[src/rtl/sram_pattern_tester.sv]
// SRAM self-test engine: fills a 2^SPAN_LOG2 span with a pattern, reads it back, reports errors.
// Define SRAMTEST_LFSR_EN to make mode 3 a 32-bit Galois LFSR pattern (otherwise mode 3 == mode 0).
module sram_pattern_tester #(
  parameter int unsigned AW        = 19,
  parameter int unsigned DW        = 16,
  parameter int unsigned SPAN_LOG2 = 19,
  parameter int unsigned WE_CYCLES = 1,
  parameter int unsigned RD_WAIT   = 1,
  parameter int unsigned ECW       = 16
) (
  input  logic           CLOCK_50,
  input  logic           rst,
  input  logic           start,
  input  logic [1:0]     mode,
  input  logic [DW-1:0]  seed,
  output logic [AW-1:0]  mem_addr,
  output logic [DW-1:0]  mem_wdata,
  input  logic [DW-1:0]  mem_rdata,
  output logic           mem_we,
  output logic           busy,
  output logic           done,
  output logic           pass,
  output logic [ECW-1:0] err_count,
  output logic [AW-1:0]  first_err_addr
);

  localparam int unsigned IW   = SPAN_LOG2 + 1;
  localparam int unsigned CMAX = (WE_CYCLES > RD_WAIT + 1) ? WE_CYCLES : RD_WAIT + 1;
  localparam int unsigned CW   = $clog2(CMAX + 1);
  localparam logic [IW-1:0] LAST    = IW'((64'd1 << SPAN_LOG2) - 64'd1);
  localparam logic [CW-1:0] WE_LAST = CW'(WE_CYCLES - 1);
  localparam logic [CW-1:0] RD_LAST = CW'(RD_WAIT);

  typedef enum logic [2:0] {
    S_IDLE, S_WR_SETUP, S_WR_STROBE, S_RD_WAIT, S_DONE
  } state_t;

  state_t        state;
  logic [IW-1:0] idx;
  logic [IW-1:0] idx_next;
  logic [CW-1:0] cnt;
  logic [1:0]    mode_r;
  logic [DW-1:0] seed_r;
  logic [DW-1:0] start_word_c;
  logic [DW-1:0] next_word_c;
  logic [DW-1:0] expect_c;
  logic          mismatch_c;

  // Stateless patterns; mode 3 falls back to the additive pattern.
  function automatic logic [DW-1:0] pattern_base(input logic [IW-1:0] i,
                                                 input logic [1:0]    md,
                                                 input logic [DW-1:0] sd);
    logic [DW-1:0] sum;
    sum = DW'(i) + sd;
    case (md)
      2'd1:    return ~sum;
      2'd2:    return i[0] ? ~sd : sd;
      default: return sum;
    endcase
  endfunction

`ifdef SRAMTEST_LFSR_EN
  localparam logic [31:0] POLY = 32'h8020_0003;

  function automatic logic [31:0] lfsr_step(input logic [31:0] l);
    return l[0] ? ((l >> 1) ^ POLY) : (l >> 1);
  endfunction

  logic [31:0] lfsr;
  logic [31:0] lfsr_adv_c;
  logic [31:0] lfsr_init_c;
  logic [31:0] lfsr_reload_c;

  assign lfsr_adv_c    = lfsr_step(lfsr);
  assign lfsr_init_c   = 32'(seed) | 32'd1;
  assign lfsr_reload_c = 32'(seed_r) | 32'd1;
`endif

  assign idx_next = idx + IW'(1);

  always_comb begin
    start_word_c = pattern_base(IW'(0), mode, seed);
    next_word_c  = pattern_base(idx_next, mode_r, seed_r);
    expect_c     = pattern_base(idx, mode_r, seed_r);
`ifdef SRAMTEST_LFSR_EN
    if (mode == 2'd3)   start_word_c = lfsr_init_c[DW-1:0];
    if (mode_r == 2'd3) begin
      next_word_c = lfsr_adv_c[DW-1:0];
      expect_c    = lfsr[DW-1:0];
    end
`endif
  end

  assign mismatch_c = (mem_rdata != expect_c);

  always_ff @(posedge CLOCK_50) begin
    if (rst) begin
      state          <= S_IDLE;
      idx            <= '0;
      cnt            <= '0;
      mode_r         <= '0;
      seed_r         <= '0;
      mem_addr       <= '0;
      mem_wdata      <= '0;
      mem_we         <= 1'b0;
      busy           <= 1'b0;
      done           <= 1'b0;
      pass           <= 1'b0;
      err_count      <= '0;
      first_err_addr <= '0;
`ifdef SRAMTEST_LFSR_EN
      lfsr           <= '0;
`endif
    end else begin
      case (state)
        S_IDLE, S_DONE: begin
          if (start) begin
            mode_r         <= mode;
            seed_r         <= seed;
            idx            <= '0;
            cnt            <= '0;
            err_count      <= '0;
            first_err_addr <= '0;
            done           <= 1'b0;
            pass           <= 1'b0;
            busy           <= 1'b1;
            mem_addr       <= '0;
            mem_wdata      <= start_word_c;
            mem_we         <= 1'b0;
`ifdef SRAMTEST_LFSR_EN
            lfsr           <= lfsr_init_c;
`endif
            state          <= S_WR_SETUP;
          end
        end

        S_WR_SETUP: begin
          mem_we <= 1'b1;
          cnt    <= '0;
          state  <= S_WR_STROBE;
        end

        S_WR_STROBE: begin
          if (cnt == WE_LAST) begin
            mem_we <= 1'b0;
            cnt    <= '0;
            if (idx == LAST) begin
              // Restart index and generator so the read phase regenerates the same sequence.
              idx      <= '0;
              mem_addr <= '0;
`ifdef SRAMTEST_LFSR_EN
              lfsr     <= lfsr_reload_c;
`endif
              state    <= S_RD_WAIT;
            end else begin
              idx       <= idx_next;
              mem_addr  <= AW'(idx_next);
              mem_wdata <= next_word_c;
`ifdef SRAMTEST_LFSR_EN
              lfsr      <= lfsr_adv_c;
`endif
              state     <= S_WR_SETUP;
            end
          end else begin
            cnt <= cnt + CW'(1);
          end
        end

        S_RD_WAIT: begin
          if (cnt == RD_LAST) begin
            cnt <= '0;
            if (mismatch_c) begin
              if (err_count != '1) err_count <= err_count + ECW'(1);
              if (err_count == '0) first_err_addr <= AW'(idx);
            end
            if (idx == LAST) begin
              busy  <= 1'b0;
              done  <= 1'b1;
              pass  <= (err_count == '0) && !mismatch_c;
              state <= S_DONE;
            end else begin
              idx      <= idx_next;
              mem_addr <= AW'(idx_next);
`ifdef SRAMTEST_LFSR_EN
              lfsr     <= lfsr_adv_c;
`endif
            end
          end else begin
            cnt <= cnt + CW'(1);
          end
        end

        default: state <= S_IDLE;
      endcase
    end
  end

endmodule

[config.mk]
export PLATFORM = sky130hd
export DESIGN_NAME = sram_pattern_tester
export DESIGN_NICKNAME = d
export VERILOG_FILES = /design/src/rtl/sram_pattern_tester.sv
export SDC_FILE = /design/constraint.sdc
export NUM_CORES = 1
export LEC_CHECK = 0
export CORE_ASPECT_RATIO = 0.9
export CORE_MARGIN = 4
export CORE_UTILIZATION = 40
export CTS_BUF_LIST = sky130_fd_sc_hd__clkbuf_4 sky130_fd_sc_hd__clkbuf_8
export DETAILED_ROUTE_END_ITERATION = 6
export DONT_BUFFER_PORTS = 1
export PLACE_DENSITY = 0.56
export SETUP_SLACK_MARGIN = 0.3
export SYNTH_ARGS = -nofsm -noshare
export SYNTH_HDL_FRONTEND = slang
export SYNTH_SLANG_ARGS = --single-unit
[constraint.sdc]
create_clock -name CLOCK_50 -period 4.95 [get_ports CLOCK_50]
set_input_delay 0.7425 -clock CLOCK_50 [delete_from_list [all_inputs] [get_ports CLOCK_50]]
set_output_delay 0.7425 -clock CLOCK_50 [all_outputs]
set_load 0.1 [all_outputs]
==> out/metrics.cfg, run 1 <==
[timing]
timing.final.setup_violations=0
fin_skew_ns=0.01825
finalMaxSlewViolations=0
timing.final.crit_period_ns=4.306
slew_headroom=0.2784
grt_setup_unrepaired=no
finalCritPeriodShare=0.8699
tns_ns=0
fmax_ghz=0.2322
timing.final.hold_violations=0
timing_worst_slew_pin_value_ns=1.081

[grt]
grt_util_all_layers=0.2200
grt_start_max_net_pins=66
grt_pass1_vias=6642
grt_first_pass_wirelength_um=38070
globalRouteOverflowTotal=0
antenna_found_initial=0

[layout]
fill_cells=1952
final_net_count=1050
drive_above_1_share=0.09826
final-seq-area_um2=1963
number_of_antenna_diodes=0
final_util=0.4377
flow.area_growth_from_synthesis_pct=6.544
multiInputGateArea_um2=5071

[pwr]
share_seq_of_total_power=0.488
power.share.combinational=0.245
part_of_the_total_power_dissipated_in_the_clock_network=0.267
max-vdd-ir-drop_v=0.0001430
internal-power_mw=1.206
switching_part_of_the_total=0.4166
netSwitchingPower_uw=861.4
power_mw=2.068
power_density_nw_per_um2=255.0
total_leakage_power_nw=3.147

[critical_path]
launch_point_of_the_worst_reg_to_reg_path=seed_r[1]$_SDFFE_PP0P_
r2r_slack_ns=0.64
worst_flop_to_flop_path_endpoint=err_count[11]$_SDFFE_PP0P_
timing.critical_path.slowest_cell_delay_ns=0.54
endpoint_kind=register
crit_family=compound AO/OA/AOI/OAI gates
cells_along_the_critical_path=ha_1, a211o_1, a2111o_1, and3_4, or4_1, a21oi_1, a311oi_1, a22oi_1, o21bai_4, or3_4, nand4_1, o41ai_1
crit_path_top_delay_cell=nand4_1
required_ns=5.24
cp_data_arrival_time_ns=4.59
critPathBufInv=0
critical_path_class=reg -> reg
r2r_cells=12
critical_path_peak_fanout=13
worstSetupStartpointType=register

[synth]
seq_area_frac_synth=0.2578
yosysWarningCount=0
yosys-top-cells-area=dfxtp_1, xnor2_1, ha_1
ys_seq_elements=98
most_common_cell_in_the_netlist=nand2_1
post-synth-top-area-cell=dfxtp_1
ys_dominant_reg_cell=dfxtp_1
synth_edf_count=0
synthDominantCellAreaShare=0.2578
syn-cell-area_um2=7610
ys_async_sr_fraction=0
syn_inst=992
mappedNetlistNets=1070
synth_top_cells_by_count=nand2_1, dfxtp_1, a21oi_1, nor2_1, xnor2_1
postSynthAreaPerCell_um2=7.671
yosysUniqueCellTypes=74

[floorplan]
core-area_um2=18520
die-width_um=153.4
die_h_um=138.9
initial_utilization=0.4108
core.rowCount=47
io-pin-count=111
die_area_um2=21300

[clock_network]
cts_resized=0
cts_root_buffer=clkbuf_8
worstSkewPairLatency_ns=0.40
path_clk_slew_ns=0.12
ctsLongestPathBuffers=2
cts_tree=yes
cts_num_sinks=98
cts_post_setup_buffers_inserted=0
tritoncts.num_buffers=9
htreeDepth=3
cts.hold.buffers_added=0

[place]
portBuffers=0
globalplace.congestion=0.9106
place.detailed.hpwl_um=18250

[hold_path]
hold_path.startpoint=rst
hold-path-endpoint=pass$_SDFFE_PP0P_
min_path_type=in -> reg
hold_depth=1

[routing]
remaining_drc_errors=0
route.antenna.remaining_nets=0
drt_wl_total_um=23910
dr_wl_met3_um=1340
met1Wirelength_um=11300
maxUsedRoutingLayer=met4
detail_route.vias_per_cell=5.711
drt-initial-drc-count=426
detail_route.wl_per_cell_um=19.57
via_count=6979
first_drt_pass_iteration_count=5
wl_met2_um=10700

[job]
maxCapViolations=0

[outcome]
run_status=complete, no violations

-- how the worst max path moves through the flow --
stage	from	end	slack, ns	depth (start not counted)
final	seed_r[1]$_SDFFE_PP0P_	err_count[11]$_SDFFE_PP0P_	0.64	12
after global routing	mem_addr[1]$_SDFFE_PP0P_	mem_wdata[14]$_SDFFE_PP0P_	0.45	14
after CTS	seed_r[1]$_SDFFE_PP0P_	err_count[11]$_SDFFE_PP0P_	0.67	12
after detailed placement	seed_r[1]$_SDFFE_PP0P_	err_count[11]$_SDFFE_PP0P_	0.75	12
after global placement	seed_r[1]$_SDFFE_PP0P_	err_count[11]$_SDFFE_PP0P_	0.81	12
after floorplan	mem_addr[0]$_SDFFE_PP0P_	mem_wdata[14]$_SDFFE_PP0P_	0.75	17
-- power groups by stage --
stage                     logic [mW]  registers, mW  clock network (mW)
after floorplan                0.401           1.01                   0
after global placement         0.504           1.03                   0
after detailed placement       0.503           1.03                   0
after CTS                      0.506           1.01               0.572
after global routing           0.563           1.01               0.599
final                          0.507           1.01               0.551
-- registers in the layout, indices dropped and copies added (netlist names) --
signal / flops
state: 3
mode_r: 2
idx: 2
first_err_addr: 19
seed_r: 16
err_count: 16
pass: 1
busy: 1
mem_addr: 18
mem_wdata: 16
mem_we: 1
cnt: 2
done: 1
-- layer usage --
| metal | up-vias | GRT usage |
|---|---|---|
| met3 | 35 | 0.04524 |
| met2 | 172 | 0.3484 |
| met4 | 0 | 0.06134 |
| met1 | 3288 | 0.3050 |
| met5 | - | 0 |
| li1 | 3484 | - |
-- worst reg2reg max path, delay by kind of cell (launching register included) --
kind	cells	cell delay [ns]
AO/OA/AOI/OAI	7	2.04
adder cells (fa/ha/maj)	1	0.31
flip-flops	1	0.50
AND/OR/NAND/NOR	4	1.36
-- area by class of cell --
type / count / share of cell area
clock buffer: 9 / 0.01528
clock inverter: 7 / 0.009722
inverter: 49 / 0.02269
multi-input combinational: 765 / 0.6255
sequential: 98 / 0.2421
tap: 245 / 0.03781
timing repair buffer: 49 / 0.04691
-- cells in the final DEF (no fill, tap or decap), types with 10 or more instances in the layout --
cell type	n
a211oi_1	10
a21o_1	13
a21oi_1	90
and3_1	17
buf_4	48
dfxtp_1	97
ha_1	39
inv_1	48
mux2i_1	11
nand2_1	106
nand3_1	30
nor2_1	90
nor2b_1	12
nor3_1	24
o211ai_1	34
o21ai_0	35
o41ai_1	10
o41ai_2	10
xnor2_1	66
xor2_1	29
-- cells by family (layout without fill, tap and decap cells) --
| kind of cell | count (synthesis) | in the layout | share of synthesized area |
|---|---|---|---|
| AOI/OAI and AO/OA | 285 | 285 | 0.2657 |
| xor gates and xnor gates | 96 | 96 | 0.1123 |
| adders and majority gates | 41 | 41 | 0.06939 |
| buffers and inverters | 129 | 114 | 0.07612 |
| DFF | 98 | 98 | 0.2578 |
| muxes | 13 | 13 | 0.01743 |
| and+or+nand+nor | 330 | 330 | 0.2013 |
-- per-stage QoR --
| step | setup slack (ns) | hold WS (ns) | instance area [um^2] | cells |
|---|---|---|---|---|
| floorplan | 0.7466 | 0.4530 | 7610 | 992 |
| global placement | 0.8079 | 0.4614 | 7905 | 1206 |
| detailed placement | 0.7476 | 0.4655 | 7905 | 1206 |
| CTS | 0.6694 | 0.3815 | 8108 | 1222 |
| global route | 0.4539 | 0.3993 | 8108 | 1222 |
| finish | 0.6438 | 0.4184 | 8108 | 1222 |
(Power assumes the default switching activity.)
==> run 2: changes to the inputs <==
--- a/config.mk
+++ b/config.mk
@@ -11,8 +11,9 @@
 export CTS_BUF_LIST = sky130_fd_sc_hd__clkbuf_4 sky130_fd_sc_hd__clkbuf_8
 export DETAILED_ROUTE_END_ITERATION = 6
 export DONT_BUFFER_PORTS = 1
-export PLACE_DENSITY = 0.56
+export PLACE_DENSITY = 0.58
 export SETUP_SLACK_MARGIN = 0.3
+export SLEW_MARGIN = 20
 export SYNTH_ARGS = -nofsm -noshare
 export SYNTH_HDL_FRONTEND = slang
 export SYNTH_SLANG_ARGS = --single-unit
==> constraint.sdc (replaced) <==
create_clock -name CLOCK_50 -period 3.6 [get_ports CLOCK_50]
set_input_delay 0.54 -clock CLOCK_50 [delete_from_list [all_inputs] [get_ports CLOCK_50]]
set_output_delay 0.54 -clock CLOCK_50 [all_outputs]
set_load 0.1 [all_outputs]
==> out/metrics.cfg, run 2 (synthesis gave the netlist of run 1 again) <==
[outcome]
run_status=finished, violations left
failed_checks=setup timing

[floorplan]
die_h_um=138.9
die_area_um2=21300
die-width_um=153.4
io-pin-count=111
core-area_um2=18520
initial_utilization=0.4108
core.rowCount=47

[critical_path]
cpMostUsedCell=or3_4
required_ns=3.94
worst_flop_to_flop_path_endpoint=pass$_SDFFE_PP0P_
cells_along_the_critical_path=ha_4, nor2b_2, o31a_1, o211ai_1, mux2i_1, mux2_2, and4_1, o2111a_1, nand4_1, buf_4, or3_4, or3_4, a21oi_2
r2r_slack_ns=-0.08
crit_path_top_delay_cell=dfxtp_1
launch_point_of_the_worst_reg_to_reg_path=seed_r[2]$_SDFFE_PP0P_
worstSetupStartpointType=register
endpoint_kind=register
cp_data_arrival_time_ns=4.03
r2r_cells=13
critical_path_peak_fanout=4
timing.critical_path.slowest_cell_delay_ns=0.43
crit_family=simple AND/OR/NAND/NOR gates
critPathBufInv=1
critical_path_class=reg -> reg

[layout]
layout.cells.most_common_list=buf_4, nand2_1, dfxtp_1, nor2_1, a21oi_1
final-seq-area_um2=1976
number_of_antenna_diodes=0
drive_above_1_share=0.2639
fill_cells=1783
flow.area_growth_from_synthesis_pct=27.67
layoutNonFillerInstCount=1340
largest_register_ffs=19
regMostFlops=first_err_addr
layout.cells.most_common=buf_4
fin_area_um2=9716
final_net_count=1168
multiInputGateArea_um2=5552
largest_registers=first_err_addr: 19 flops, mem_addr: 18 flops

[routing]
detail_route.vias_per_cell=5.803
drt-initial-drc-count=627
via_count=7776
detail_route.wl_per_cell_um=20.76
drt_wl_total_um=27820
first_drt_pass_iteration_count=5
remaining_drc_errors=0
route.antenna.remaining_nets=0

[grt]
grt_busiest_layer=met2
global_route.usage.met1=0.3225
grt_start_max_net_pins=66
antenna_found_initial=0
globalRouteOverflowTotal=0
grt_pass1_vias=7485
grt_first_pass_wirelength_um=43010
global_route.usage.met2=0.4207
global_route_met3_utilization=0.05897
grt_util_all_layers=0.2524

[clock_network]
path_clk_slew_ns=0.12
worstSkewPairLatency_ns=0.41
cts.hold.buffers_added=0
cts_tree=yes
cts_num_sinks=98
tritoncts.num_buffers=9
cts_root_buffer=clkbuf_8
htreeDepth=3
ctsLongestPathBuffers=2

[job]
maxCapViolations=0

[timing]
finalCritPeriodShare=1.023
timing_worst_slew_pin_value_ns=1.064
timing.final.hold_violations=0
setup_slack_ns=-0.08407
timing.final.setup_violations=18
finalMaxSlewViolations=0
slew_headroom=0.2897
grt_setup_unrepaired=yes
fin_skew_ns=0.01875
fmax_ghz=0.2714
timing.final.crit_period_ns=3.684

[place]
placed_cells_incl_taps=1294
place.detailed.hpwl_um=20340
post_dp_cell_area_um2=8716
portBuffers=0
globalplace.congestion=0.9785

[hold_path]
hold_path.startpoint=rst
hold-path-endpoint=mem_addr[16]$_SDFFE_PP0P_
hold_depth=1
min_path_type=in -> reg

[pwr]
total_leakage_power_nw=3.997
power_density_nw_per_um2=317.1
max-vdd-ir-drop_v=0.0001818

==> run 2: changes by cell type in the layout (fill, tap and decap cells not counted), moves of 8 or more <==
| cell | previous run | this run |
|---|---|---|
| ha_1 | 39 | 29 |
| o41ai_1 | 10 | 1 |
| o41ai_2 | 10 | 18 |
| buf_6 | 0 | 11 |
| o21ai_0 | 35 | 27 |
| buf_4 | 48 | 144 |
==> run 2: worst register-to-register path, delay by kind of cell, from the launching register on <==
family | cells | cell delay, ns
flip-flops | 1 | 0.43
AO/OA/AOI/OAI | 4 | 0.99
multiplexers | 2 | 0.48
AND/OR/NAND/NOR | 5 | 1.25
buffers and inverters | 1 | 0.22
adder cells (fa/ha/maj) | 1 | 0.24
==> run 2: worst max-delay path by stage <==
stage                        startpoint                              end  slack [ns]  cells after the start
5_1_grt        mem_addr[0]$_SDFFE_PP0P_                pass$_SDFFE_PP0P_       -0.24                     15
4_1_cts        mem_addr[1]$_SDFFE_PP0P_                pass$_SDFFE_PP0P_       -0.04                     13
2_1_floorplan    seed_r[1]$_SDFFE_PP0P_  first_err_addr[10]$_SDFFE_PP0P_        0.23                     14
3_5_place_dp   mem_addr[0]$_SDFFE_PP0P_                pass$_SDFFE_PP0P_       -0.08                     14
6_report         seed_r[2]$_SDFFE_PP0P_                pass$_SDFFE_PP0P_       -0.08                     13
3_3_place_gp   mem_addr[0]$_SDFFE_PP0P_                pass$_SDFFE_PP0P_       -0.06                     14
==> run 2: what timing repair did <==
item,4_1_cts,5_1_grt
setup buffers,16,7
gates resized for setup,41,50
pin swaps,35,28
setup endpoints to repair,44,62
gates cloned,5,2
==> run 2: metal layers <==
metal	up-vias	share of wire	routed length, um
met4	0	0.030	823
met3	45	0.071	1984
met5	-	0	0
met1	3731	0.42	11770
met2	262	0.48	13230
li1	3738	-	-
==> run 2: area by class of cell <==
| type | instances | area share |
|---|---|---|
| inverters | 49 | 0.01945 |
| well taps | 245 | 0.03155 |
| repair buffers | 167 | 0.1536 |
| flip-flops and latches | 98 | 0.2033 |
| clock buffers | 9 | 0.01275 |
| clock inverters | 7 | 0.007856 |
| multi-input cells | 765 | 0.5714 |
==> run 2: report_power, final <==
| part | internal [mW] | total [mW] | switching (mW) |
|---|---|---|---|
| logic | 0.393 | 0.935 | 0.543 |
| clock network | 0.276 | 0.771 | 0.495 |
| registers | 1.13 | 1.37 | 0.242 |
==> run 2: per-stage QoR <==
step | hold slack, ns | setup TNS [ns] | worst slack, ns | util | total power, mW
3_5_place_dp | 0.4738 | -1.120 | -0.07690 | 0.4705 | 2.207
2_1_floorplan | 0.4530 | 0 | 0.2260 | - | 1.954
3_3_place_gp | 0.4643 | -0.1657 | -0.05555 | 0.4705 | 2.206
5_1_grt | 0.1777 | -5.474 | -0.2440 | 0.5245 | 3.229
6_report | 0.1983 | -0.7325 | -0.08407 | 0.5245 | 3.081
4_1_cts | 0.1867 | -0.08846 | -0.03792 | 0.5046 | 3.048
==> run 3: changes to the inputs <==
--- a/config.mk
+++ b/config.mk
@@ -7,11 +7,11 @@
 export LEC_CHECK = 0
 export CORE_ASPECT_RATIO = 0.9
 export CORE_MARGIN = 4
-export CORE_UTILIZATION = 40
+export CORE_UTILIZATION = 61
 export CTS_BUF_LIST = sky130_fd_sc_hd__clkbuf_4 sky130_fd_sc_hd__clkbuf_8
 export DETAILED_ROUTE_END_ITERATION = 6
 export DONT_BUFFER_PORTS = 1
-export PLACE_DENSITY = 0.58
+export PLACE_DENSITY = 0.82
 export SETUP_SLACK_MARGIN = 0.3
 export SLEW_MARGIN = 20
 export SYNTH_ARGS = -nofsm -noshare
==> out/metrics.cfg, run 3 (synthesis gave the netlist of run 1 again) <==
[timing]
finalCritPeriodShare=1.036
timing.final.hold_violations=0
fmax_ghz=0.2682
setup_slack_ns=-0.1286
fin_skew_ns=0.01547
slew_headroom=0.2920
finalMaxSlewViolations=0
timing.final.crit_period_ns=3.729
grt_setup_unrepaired=yes
timing.final.setup_violations=29
timing_worst_slew_pin_value_ns=1.061
tns_ns=-1.886

[clock_network]
cts_num_sinks=98
ctsLongestPathBuffers=2
path_clk_slew_ns=0.11
htreeDepth=3
cts_root_buffer=clkbuf_8
worstSkewPairLatency_ns=0.40
cts_tree=yes
tritoncts.num_buffers=9

[critical_path]
cp_data_arrival_time_ns=4.03
critPathBufInv=5
required_ns=3.90
crit_family=compound AO/OA/AOI/OAI gates
crit_path_top_delay_cell=dfxtp_4
critical_path_peak_fanout=6
endpoint_kind=register
cpMostUsedCell=buf_4
crit_cells=18
worstSetupStartpointType=register
timing.critical_path.slowest_cell_delay_ns=0.37
cells_along_the_critical_path=ha_4, inv_2, fa_2, nor2b_4, o31a_1, buf_4, a21o_1, a221oi_2, a21oi_2, xnor2_2, o2111a_1, nand4_1, o31ai_4, buf_12, buf_4, clkbuf_16, o211ai_1, o41ai_1
r2r_cells=18
critical_path_class=reg -> reg

[hold_path]
min_path_type=in -> reg
hold_depth=1

[layout]
flow.area_growth_from_synthesis_pct=25.32
largest_registers=first_err_addr: 19 flops, mem_addr: 18 flops
layoutNonFillerInstCount=1229
number_of_antenna_diodes=0
layout.cells.most_common=buf_4
layout.cells.most_common_list=buf_4, nand2_1, dfxtp_1, nor2_1, a21oi_1
final_net_count=1142
multiInputGateArea_um2=5762
largest_register_ffs=19
fin_area_um2=9537
final-seq-area_um2=1976
drive_above_1_share=0.2619
regMostFlops=first_err_addr
fill_cells=816

[routing]
route.antenna.remaining_nets=0
via_count=8113
drt-initial-drc-count=803
drt_wl_total_um=26770
detail_route.wl_per_cell_um=21.78
first_drt_pass_iteration_count=7
detail_route.vias_per_cell=6.601
remaining_drc_errors=0

[grt]
grt_pass1_vias=7680
grt_util_all_layers=0.3471
grt_first_pass_wirelength_um=39840
grt_start_max_net_pins=66
globalRouteOverflowTotal=0
antenna_found_initial=0

[floorplan]
initial_utilization=0.6277
die_area_um2=14330
io-pin-count=111
die-width_um=125.7
core-area_um2=12120
core.rowCount=38
die_h_um=114.0

[pwr]
power_density_nw_per_um2=319.3
max-vdd-ir-drop_v=0.0004141
total_leakage_power_nw=4.004
power_mw=3.045

[place]
globalplace.congestion=1.001
post_dp_cell_area_um2=8369
place.detailed.hpwl_um=18150
portBuffers=0
placed_cells_incl_taps=1182

[outcome]
run_status=finished, violations left
failed_checks=setup timing

[job]
maxCapViolations=0

## run 3: routing by layer
metal,up-vias,share of wire,track usage
met5,-,0,0
met3,125,0.11,0.1049
met4,0,0.061,0.1816
met1,3839,0.36,0.4132
li1,3669,-,-
met2,480,0.47,0.5688
## run 3: final timing paths
kind	to	from	slack, ns
setup / recovery	err_count[15]$_SDFFE_PP0P_	mem_addr[0]$_SDFFE_PP0P_	-0.13
hold / removal	mem_addr[16]$_SDFFE_PP0P_	rst	0.22
hold reg to reg	mode_r[1]$_SDFFE_PP0P_	mode_r[1]$_SDFFE_PP0P_	0.49
setup reg to reg	err_count[15]$_SDFFE_PP0P_	mem_addr[0]$_SDFFE_PP0P_	-0.13
## run 3: per-stage QoR
step / worst slack [ns] / hold WS, ns / utilization
after global routing: -0.2122 / 0.1858 / 0.7866
after detailed placement: -0.06329 / 0.4710 / 0.6903
after floorplan: 0.2260 / 0.4530 / -
final: -0.1286 / 0.2232 / 0.7866
after CTS: 0.02668 / 0.1922 / 0.7401
after global placement: 0.01437 / 0.4586 / 0.6903
## run 3: power breakdown
part           leakage (nW)  internal (mW)  switching, mW
registers             0.800           1.13          0.251
clock network        0.0975          0.326          0.438
logic                  3.11          0.353          0.545
## run 3: final cells by class
class                   instances  share of cell area
well taps                     160             0.02099
flip-flops and latches         98              0.2072
clock inverters                 7            0.007872
clock buffers                   9             0.01299
inverters                      49             0.01981
multi-input cells             765              0.6042
repair buffers                141              0.1270
## run 3: what timing repair did
item	4_1_cts	5_1_grt
pin swaps	42	58
cloned	0	2
buffers inserted	11	18
setup endpoints to repair	42	49
hold endpoints to repair	0	0
gates resized for setup	60	70
hold buffers	0	0
## run 3: worst register-to-register path, stage by stage, from the launching register on
cell,delay (ns)
dfxtp_4,0.37
ha_4,0.17
inv_2,0.06
fa_2,0.24
nor2b_4,0.06
o31a_1,0.29
buf_4,0.15
a21o_1,0.21
a221oi_2,0.37
a21oi_2,0.09
xnor2_2,0.21
o2111a_1,0.23
nand4_1,0.23
o31ai_4,0.33
buf_12,0.16
buf_4,0.14
clkbuf_16,0.14
o211ai_1,0.09
o41ai_1,0.11
